### src/rtl/multicycle_ctr_pkg.sv
// Shared encodings for the multicycle controller.
// Opcodes, state numbers and datapath select codes.
package multicycle_ctr_pkg;

  localparam logic [5:0] OP_RTYPE = 6'b000000;
  localparam logic [5:0] OP_J     = 6'b000010;
  localparam logic [5:0] OP_BEQ   = 6'b000100;
  localparam logic [5:0] OP_BNE   = 6'b000101;
  localparam logic [5:0] OP_ADDI  = 6'b001000;
  localparam logic [5:0] OP_LW    = 6'b100011;
  localparam logic [5:0] OP_SW    = 6'b101011;

  localparam logic [3:0] S_FETCH   = 4'd0;
  localparam logic [3:0] S_DECODE  = 4'd1;
  localparam logic [3:0] S_MEMADR  = 4'd2;
  localparam logic [3:0] S_MEMRD   = 4'd3;
  localparam logic [3:0] S_MEMWB   = 4'd4;
  localparam logic [3:0] S_MEMWR   = 4'd5;
  localparam logic [3:0] S_EXEC    = 4'd6;
  localparam logic [3:0] S_RTYPEWB = 4'd7;
  localparam logic [3:0] S_BRANCH  = 4'd8;
  localparam logic [3:0] S_JUMP    = 4'd9;
  localparam logic [3:0] S_ADDIEX  = 4'd10;
  localparam logic [3:0] S_ADDIWB  = 4'd11;

  localparam logic [1:0] SRCB_B    = 2'b00;
  localparam logic [1:0] SRCB_4    = 2'b01;
  localparam logic [1:0] SRCB_IMM  = 2'b10;
  localparam logic [1:0] SRCB_IMM4 = 2'b11;

  localparam logic [1:0] ALUOP_ADD   = 2'b00;
  localparam logic [1:0] ALUOP_SUB   = 2'b01;
  localparam logic [1:0] ALUOP_FUNCT = 2'b10;

  localparam logic [1:0] PCSRC_ALU = 2'b00;
  localparam logic [1:0] PCSRC_OUT = 2'b01;
  localparam logic [1:0] PCSRC_JMP = 2'b10;

  // FETCH as a DECODE successor means the opcode is illegal
  function automatic logic [3:0] decode_next(
    input logic [5:0] op,
    input logic       en_addi,
    input logic       en_bne
  );
    logic [3:0] r;
    case (op)
      OP_LW, OP_SW: r = S_MEMADR;
      OP_RTYPE:     r = S_EXEC;
      OP_BEQ:       r = S_BRANCH;
      OP_J:         r = S_JUMP;
      OP_BNE:       r = en_bne ? S_BRANCH : S_FETCH;
      OP_ADDI:      r = en_addi ? S_ADDIEX : S_FETCH;
      default:      r = S_FETCH;
    endcase
    return r;
  endfunction

endpackage

### src/rtl/multicycle_ctr_out_decode.sv
// Combinational control decode from state, opcode
// and effective memory ready.
module mc_out_decode
  import multicycle_ctr_pkg::*;
#(
  parameter logic EN_ADDI = 1'b1,
  parameter logic EN_BNE  = 1'b1
) (
  input  logic [3:0] state,
  input  logic [5:0] op,
  input  logic       mem_ready,
  output logic       PCWrite,
  output logic       PCWriteCond,
  output logic       PCWriteCondNe,
  output logic       IorD,
  output logic       MemRead,
  output logic       MemWrite,
  output logic       IRWrite,
  output logic       MemtoReg,
  output logic       RegDst,
  output logic       RegWrite,
  output logic       ALUSrcA,
  output logic [1:0] ALUSrcB,
  output logic [1:0] ALUOp,
  output logic [1:0] PCSource,
  output logic       illegal
);

  always_comb begin
    PCWrite       = 1'b0;
    PCWriteCond   = 1'b0;
    PCWriteCondNe = 1'b0;
    IorD          = 1'b0;
    MemRead       = 1'b0;
    MemWrite      = 1'b0;
    IRWrite       = 1'b0;
    MemtoReg      = 1'b0;
    RegDst        = 1'b0;
    RegWrite      = 1'b0;
    ALUSrcA       = 1'b0;
    ALUSrcB       = SRCB_B;
    ALUOp         = ALUOP_ADD;
    PCSource      = PCSRC_ALU;
    illegal       = 1'b0;
    unique case (state)
      S_FETCH: begin
        MemRead = 1'b1;
        ALUSrcB = SRCB_4;
        IRWrite = mem_ready;
        PCWrite = mem_ready;
      end
      S_DECODE: begin
        ALUSrcB = SRCB_IMM4;
        illegal = (decode_next(op, EN_ADDI, EN_BNE) == S_FETCH);
      end
      S_MEMADR, S_ADDIEX: begin
        ALUSrcA = 1'b1;
        ALUSrcB = SRCB_IMM;
      end
      S_MEMRD: begin
        IorD    = 1'b1;
        MemRead = 1'b1;
      end
      S_MEMWB: begin
        MemtoReg = 1'b1;
        RegWrite = 1'b1;
      end
      S_MEMWR: begin
        IorD     = 1'b1;
        MemWrite = 1'b1;
      end
      S_EXEC: begin
        ALUSrcA = 1'b1;
        ALUOp   = ALUOP_FUNCT;
      end
      S_RTYPEWB: begin
        RegDst   = 1'b1;
        RegWrite = 1'b1;
      end
      S_BRANCH: begin
        ALUSrcA       = 1'b1;
        ALUOp         = ALUOP_SUB;
        PCSource      = PCSRC_OUT;
        PCWriteCond   = (op == OP_BEQ);
        PCWriteCondNe = (op == OP_BNE);
      end
      S_JUMP: begin
        PCWrite  = 1'b1;
        PCSource = PCSRC_JMP;
      end
      S_ADDIWB: RegWrite = 1'b1;
      default: ;
    endcase
  end

endmodule

### src/rtl/multicycle_ctr.sv
// Multicycle MIPS-style control FSM: state register
// and next-state logic; outputs come from mc_out_decode.
module multicycle_ctr
  import multicycle_ctr_pkg::*;
#(
  parameter logic EN_ADDI  = 1'b1,
  parameter logic EN_BNE   = 1'b1,
  parameter logic MEM_WAIT = 1'b1
) (
  input  logic       clock,
  input  logic       reset,
  input  logic [5:0] op,
  input  logic       mem_ready,
  output logic       PCWrite,
  output logic       PCWriteCond,
  output logic       PCWriteCondNe,
  output logic       IorD,
  output logic       MemRead,
  output logic       MemWrite,
  output logic       IRWrite,
  output logic       MemtoReg,
  output logic       RegDst,
  output logic       RegWrite,
  output logic       ALUSrcA,
  output logic [1:0] ALUSrcB,
  output logic [1:0] ALUOp,
  output logic [1:0] PCSource,
  output logic       illegal,
  output logic [3:0] state_o
);

  logic [3:0] r_state;
  logic [3:0] w_next;
  logic       w_rdy;

  assign w_rdy   = MEM_WAIT ? mem_ready : 1'b1;
  assign state_o = r_state;

  always_comb begin
    w_next = S_FETCH;
    unique case (r_state)
      S_FETCH:  w_next = w_rdy ? S_DECODE : S_FETCH;
      S_DECODE: w_next = decode_next(op, EN_ADDI, EN_BNE);
      S_MEMADR: w_next = (op == OP_LW) ? S_MEMRD : S_MEMWR;
      S_MEMRD:  w_next = w_rdy ? S_MEMWB : S_MEMRD;
      S_MEMWR:  w_next = w_rdy ? S_FETCH : S_MEMWR;
      S_EXEC:   w_next = S_RTYPEWB;
      S_ADDIEX: w_next = S_ADDIWB;
      default:  w_next = S_FETCH;
    endcase
  end

  always_ff @(posedge clock) begin
    if (reset) r_state <= S_FETCH;
    else       r_state <= w_next;
  end

  mc_out_decode #(
    .EN_ADDI(EN_ADDI),
    .EN_BNE (EN_BNE)
  ) u_dec (
    .state        (r_state),
    .op           (op),
    .mem_ready    (w_rdy),
    .PCWrite      (PCWrite),
    .PCWriteCond  (PCWriteCond),
    .PCWriteCondNe(PCWriteCondNe),
    .IorD         (IorD),
    .MemRead      (MemRead),
    .MemWrite     (MemWrite),
    .IRWrite      (IRWrite),
    .MemtoReg     (MemtoReg),
    .RegDst       (RegDst),
    .RegWrite     (RegWrite),
    .ALUSrcA      (ALUSrcA),
    .ALUSrcB      (ALUSrcB),
    .ALUOp        (ALUOp),
    .PCSource     (PCSource),
    .illegal      (illegal)
  );

endmodule

### config.mk
export PLATFORM = sky130hd
export DESIGN_NAME = multicycle_ctr
export DESIGN_NICKNAME = d
export VERILOG_FILES = /design/src/rtl/multicycle_ctr_pkg.sv /design/src/rtl/multicycle_ctr_out_decode.sv /design/src/rtl/multicycle_ctr.sv
export SDC_FILE = /design/constraint.sdc
export NUM_CORES = 1
export LEC_CHECK = 0
export BUFFER_PORTS_ARGS = -buffer_cell sky130_fd_sc_hd__buf_2
export CORE_UTILIZATION = 44
export CTS_CLUSTER_DIAMETER = 60
export DETAILED_ROUTE_END_ITERATION = 6
export GPL_ROUTABILITY_DRIVEN = 0
export GPL_TIMING_DRIVEN = 0
export PLACE_DENSITY_LB_ADDON = 0.25
export SLEW_MARGIN = 25
export SYNTH_ARGS = -nofsm -noshare
export SYNTH_HDL_FRONTEND = slang
export SYNTH_SLANG_ARGS = --single-unit
### constraint.sdc
create_clock -name clock -period 1.7 [get_ports clock]
set_clock_uncertainty 0.1 [all_clocks]
set_input_delay 0.17 -clock clock [delete_from_list [all_inputs] [get_ports clock]]
set_output_delay 0.17 -clock clock [all_outputs]
set_load 0.03 [all_outputs]
# [Word-level counts from Yosys, hierarchy flattened]
# Index checks and enable logic that the tools add are counted.
[classes] eq_ne=17 n_mux=22 reduce_logical=10
[op_table] cell="$pmux 4 s7" n=1
[op_table] cell="$pmux 4 s5" n=1
[op_table] cell="$eq 4x3->1 const B" n=4
[op_table] cell="$eq 4x4->1 const B" n=4
[op_table] cell="$eq 6x3->1 const B" n=2
[op_table] cell="$eq 6x6->1 const B" n=2
[op_table] cell="$mux 1" n=12
[op_table] cell="$reduce_or 2->1" n=5
[op_table] cell="$mux 3" n=3
[op_table] cell="$eq 4x2->1 const B" n=2
[op_table] cell="$logic_not 4->1" n=2
[op_table] cell="$pmux 2 s2" n=2
[op_table] cell="$eq 6x2->1 const B" n=1
[op_table] cell="$eq 6x4->1 const B" n=1
[op_table] cell="$logic_not 6->1" n=1
[op_table] cell="$pmux 2 s3" n=1
[op_table] cell="$eq 4x1->1 const B" n=1
[op_table] cell="$mux 4" n=1
[op_table] cell="$reduce_or 4->1" n=1
[op_table] cell="$reduce_or 3->1" n=1
[op_table] cell="$pmux 1 s2" n=1
[word_totals] reg_bits=4 input_bits=9 out_inout_bits=22

# [Depth between registers and ports, before layout]
[logic_depth] depth_word=6 depth_mapped=6

# [By module]
# Synthesis repeated with hierarchy kept, for this count alone.
[hier_totals] cells_unflattened=86 area_unflattened_um2=669.4
[by_module_without_submodules] mod="multicycle_ctr" n_inst=1 cells_each=45 area_each_um2=377.9
[by_module_without_submodules] mod="mc_out_decode" n_inst=1 cells_each=41 area_each_um2=291.5

# [Worst setup path after synthesis]
# Ideal clock, no wire load.
[synth_timing] path_kind="flip-flop to output port" startpoint="register r_state[3] (netlist: state_o[3])" endpoint="output port PCWriteCond" t_arrival_ps=2302 required_ps=1430 setup_slack_ps=-872 stages_incl_launch_ff=6 path_cell_list="dfxtp_1 buf_2 nand2b_1 nor3_1 and4b_1 nor2b_1"
[synth_via] elab_chain_cells=2
[synth_rtl] element="start: declaration" line="multicycle_ctr.sv:32" text="logic [3:0] r_state;"
[synth_rtl] element="start signal: assignment" line="multicycle_ctr.sv:55" text="else r_state <= w_next;"
[synth_rtl] element="$eq 4x4->1" line="multicycle_ctr_out_decode.sv:45" text="unique case (state)"
[synth_rtl] element="$mux 1" line="multicycle_ctr_out_decode.sv:45"
[synth_rtl] element="end: declaration" line="multicycle_ctr.sv:15" text="output logic PCWriteCond,"
# No other way between the ends.

# [Worst setup path in the final report]
[layout_timing] startpoint="register r_state[3] (netlist: state_o[3])" endpoint="output port illegal"
[layout_via] elab_chain_cells=2
[layout_rtl] element="$eq 4x1->1" line="multicycle_ctr_out_decode.sv:45"
[layout_rtl] element="$mux 1" line="multicycle_ctr_out_decode.sv:45"
[layout_rtl] element="end: declaration" line="multicycle_ctr.sv:28" text="output logic illegal,"
# No other way between the ends.

==> flow_metrics.py <==
metrics = {
    "power_and_ir_drop": {
        "pwr_density_cell_nw_per_um2": 480,
        "vdd_drop_max_uv": 215,
        "pwr-share-clk_pct": 27.1,
        "pwr-share-comb_pct": 52.5,
        "p_switching_w": 0.000208,
        "p_leak_nw": 0.441,
        "swShare_pct": 41.1,
        "pwr-share-seq_pct": 20.4,
        "p_int_w": 0.000298,
    },
    "place": {
        "pre_cts_slack_ns": 0.00945,
        "place_area_um2": 898,
        "dpl.hpwl_um": 1400,
        "portBuffers": 30,
        "place.detailed.instances": 132,
    },
    "clocking": {
        "cts_made_buffers": 3,
        "cts_tree": "done",
        "clk_pin_slew_worst_paths_ns": 0.04,
        "cts-root-buf": "clkbuf_4",
        "htree_levels": 1,
        "cts_sinks": 4,
        "clk_latency_ns": 0.24,
        "clk_path_buf_depth": 2,
    },
    "setup_path": {
        "start_kind": "flip-flop",
        "startpoint": "state_o[3]$_SDFF_PP0_",
        "cp.required_ns": 1.43,
        "criticalPathCategory": "reg2out",
        "cp.arrival_ns": 1.42,
        "r2r-start": "state_o[1]$_SDFF_PP0_",
        "worst_setup_path_end_kind": "output pin",
        "crit_fanout": 7,
    },
    "sta": {
        "period_needed_ns": 1.69,
        "worst_slew_pin_slew_ns": 0.636,
        "slew_violations": 0,
        "max_freq_mhz": 592,
        "hold_ws_ns": 0.224,
        "finalSetupViolations": 0,
        "fin_crit_sh_pct": 99.4,
        "rsz0062_at_grt": "true",
        "tns_ns": 0,
        "relSlewSlack_pct": 57.2,
        "fin_ws_ns": 0.00938,
        "hold_viol": 0,
    },
    "die": {
        "start_util_pct": 47.5,
        "dieArea_um2": 1580,
        "die_h_um": 39.7,
        "core-area_um2": 1320,
        "io_pins": 31,
        "die_width_um": 39.7,
        "rows": 13,
    },
    "synthesis": {
        "ys_types": 31,
        "netlist_area_um2": 626,
        "synth.avg_cell_area_um2": 7.19,
        "synth_warnings": 0,
        "syn-num-nets": 96,
        "yosysSeqAreaShare_pct": 12.8,
        "yosysTopAreaCell": "dfxtp_1",
        "syn_inst": 87,
        "synth.area.top_cells": "dfxtp_1 13%, nor3_1 8.0%, nor2_1 7.2%, clkbuf_8 6.6%, nand2b_1 6.0%",
        "ys_ff_latch": 4,
        "synth_top_area_share_pct": 12.8,
    },
    "finish": {
        "stdcell_count": 145,
        "layout.nets": 140,
        "final_area_um2": 1060,
        "area_delta_synth_final_pct": 68.8,
        "n_antenna_cell": 0,
        "n_fill_cell": 82,
        "layout-drive-gt1-share_pct": 56.9,
        "largest_register_ffs": 4,
    },
    "grt": {
        "globalRoute.totalOverflow": 0,
        "met3_usage_pct": 1.70,
        "grt_pass1_vias": 741,
        "top_usage_layer": "met2",
        "grt.met2_usage_pct": 50.4,
        "gr-usage-all-layers_pct": 32.6,
        "grt_max_degree": 11,
        "grtUsageMet1_pct": 45.5,
        "grt_pass1_wl_um": 3460,
        "antenna_found_initial": 0,
    },
    "hold_path": {
        "hold_start": "op[4]",
        "hold_class": "in2reg",
    },
    "run_status": {
        "status": "finished clean",
    },
    "detailed_routing": {
        "ant_nets": 0,
        "dr.pass1.iters": 4,
        "routedWlPerCell_um": 15.8,
        "wl_um": 2300,
        "vias": 888,
        "drt-initial-drc-count": 47,
        "drc_errors": 0,
        "via_per_inst": 6.12,
    },
    "job": {
        "cap_violations": 0,
    },
}
## power by group through the flow
| stage | Clock [W] | Sequential, W | Combinational, W |
|---|---|---|---|
| after detailed placement | 0 | 0.000105 | 0.000219 |
| after CTS | 0.000137 | 0.000103 | 0.000242 |
| after floorplan | 0 | 0.000112 | 0.000151 |
| final | 0.000137 | 0.000103 | 0.000266 |
| after global routing | 0.000144 | 0.000104 | 0.000279 |
| after global placement | 0 | 0.000104 | 0.000213 |
## layer usage
metal | vias to the layer above | wire, um
li1 | 407 | -
met1 | 412 | 950
met2 | 63 | 1140
met3 | 6 | 158
met4 | 0 | 42
met5 | - | 0
## cells in the mapped netlist, drive strengths merged
master	number
a211oi	3
o21ai	2
or3	2
a311oi	1
nand3	3
a2111o	1
dfxtp	4
nor4	2
xnor2	2
nor3b	3
buf	5
o21bai	2
and2	1
a31oi	2
or2	1
nand3b	2
nor2b	1
or3b	1
nor3	10
a221oi	1
nand2	4
a21oi	6
and4b	1
and3	1
nand2b	6
nor2	12
nor4b	5
clkbuf	3
## metrics by stage
step,power (W),util [%]
global placement,0.000318,68.2
floorplan,0.000263,-
CTS,0.000482,76.5
finish,0.000507,80.2
global route,0.000527,80.2
detailed placement,0.000324,68.2
## placed cells by master, fill, tap and decap left out, drive strengths merged
cell type | Yosys | final
or3b | 1 | 1
o21bai | 2 | 2
and2 | 1 | 1
nor3 | 10 | 10
dlygate4sd3 | 0 | 1
xnor2 | 2 | 2
nand3b | 2 | 2
o21ai | 2 | 2
nand2 | 4 | 4
and3 | 1 | 1
a21oi | 6 | 6
nor2b | 1 | 1
nor4b | 5 | 5
a211oi | 3 | 3
nor4 | 2 | 2
and4b | 1 | 1
a311oi | 1 | 1
a31oi | 2 | 2
clkbuf | 3 | 6
a221oi | 1 | 1
dfxtp | 4 | 4
nor2 | 12 | 12
buf | 5 | 44
nand3 | 3 | 3
nor3b | 3 | 3
nand2b | 6 | 6
a2111o | 1 | 1
or2 | 1 | 1
or3 | 2 | 2
## cell families after synthesis
kind of cell              Yosys count  synth area share, %
AOI/OAI and AO/OA                  18                 19.8
buffers and inverters               8                 13.6
xor gates and xnor gates            2                 2.80
DFF                                 4                 12.8
and+or+nand+nor                    55                 51.0
## critical path: stages (launching register included)
cell and delay [ns]:
dfxtp_4 0.37, buf_4 0.18, nor3_4 0.20, nor4b_4 0.26, buf_6 0.17
## path summary, 6_finish.rpt
check                          endpoint  slack [ns]  cells past startpoint
setup / recovery                illegal       0.009                      4
hold reg to reg   state_o[3]$_SDFF_PP0_        0.67                      3
hold / removal    state_o[1]$_SDFF_PP0_        0.22                      4
setup reg to reg  state_o[2]$_SDFF_PP0_        0.05                      6
## layout make-up
type,instances,area [um2],area share (%)
multi-input combinational,75,576,54.5
timing repair buffer,40,254,24.1
sequential,4,90.1,8.53
clock buffer,4,26.3,2.49
buffer,7,91.3,8.65
tap,15,18.8,1.78
## timing repair
action,4_1_cts,5_1_grt
hold buffers,1,0
gates resized for setup,11,14
hold endpoints to repair,1,0
buffers inserted,6,2
pin swaps,3,3
cloned,1,0
endpoints found under the setup margin,4,9
(Power assumes the default switching activity.)
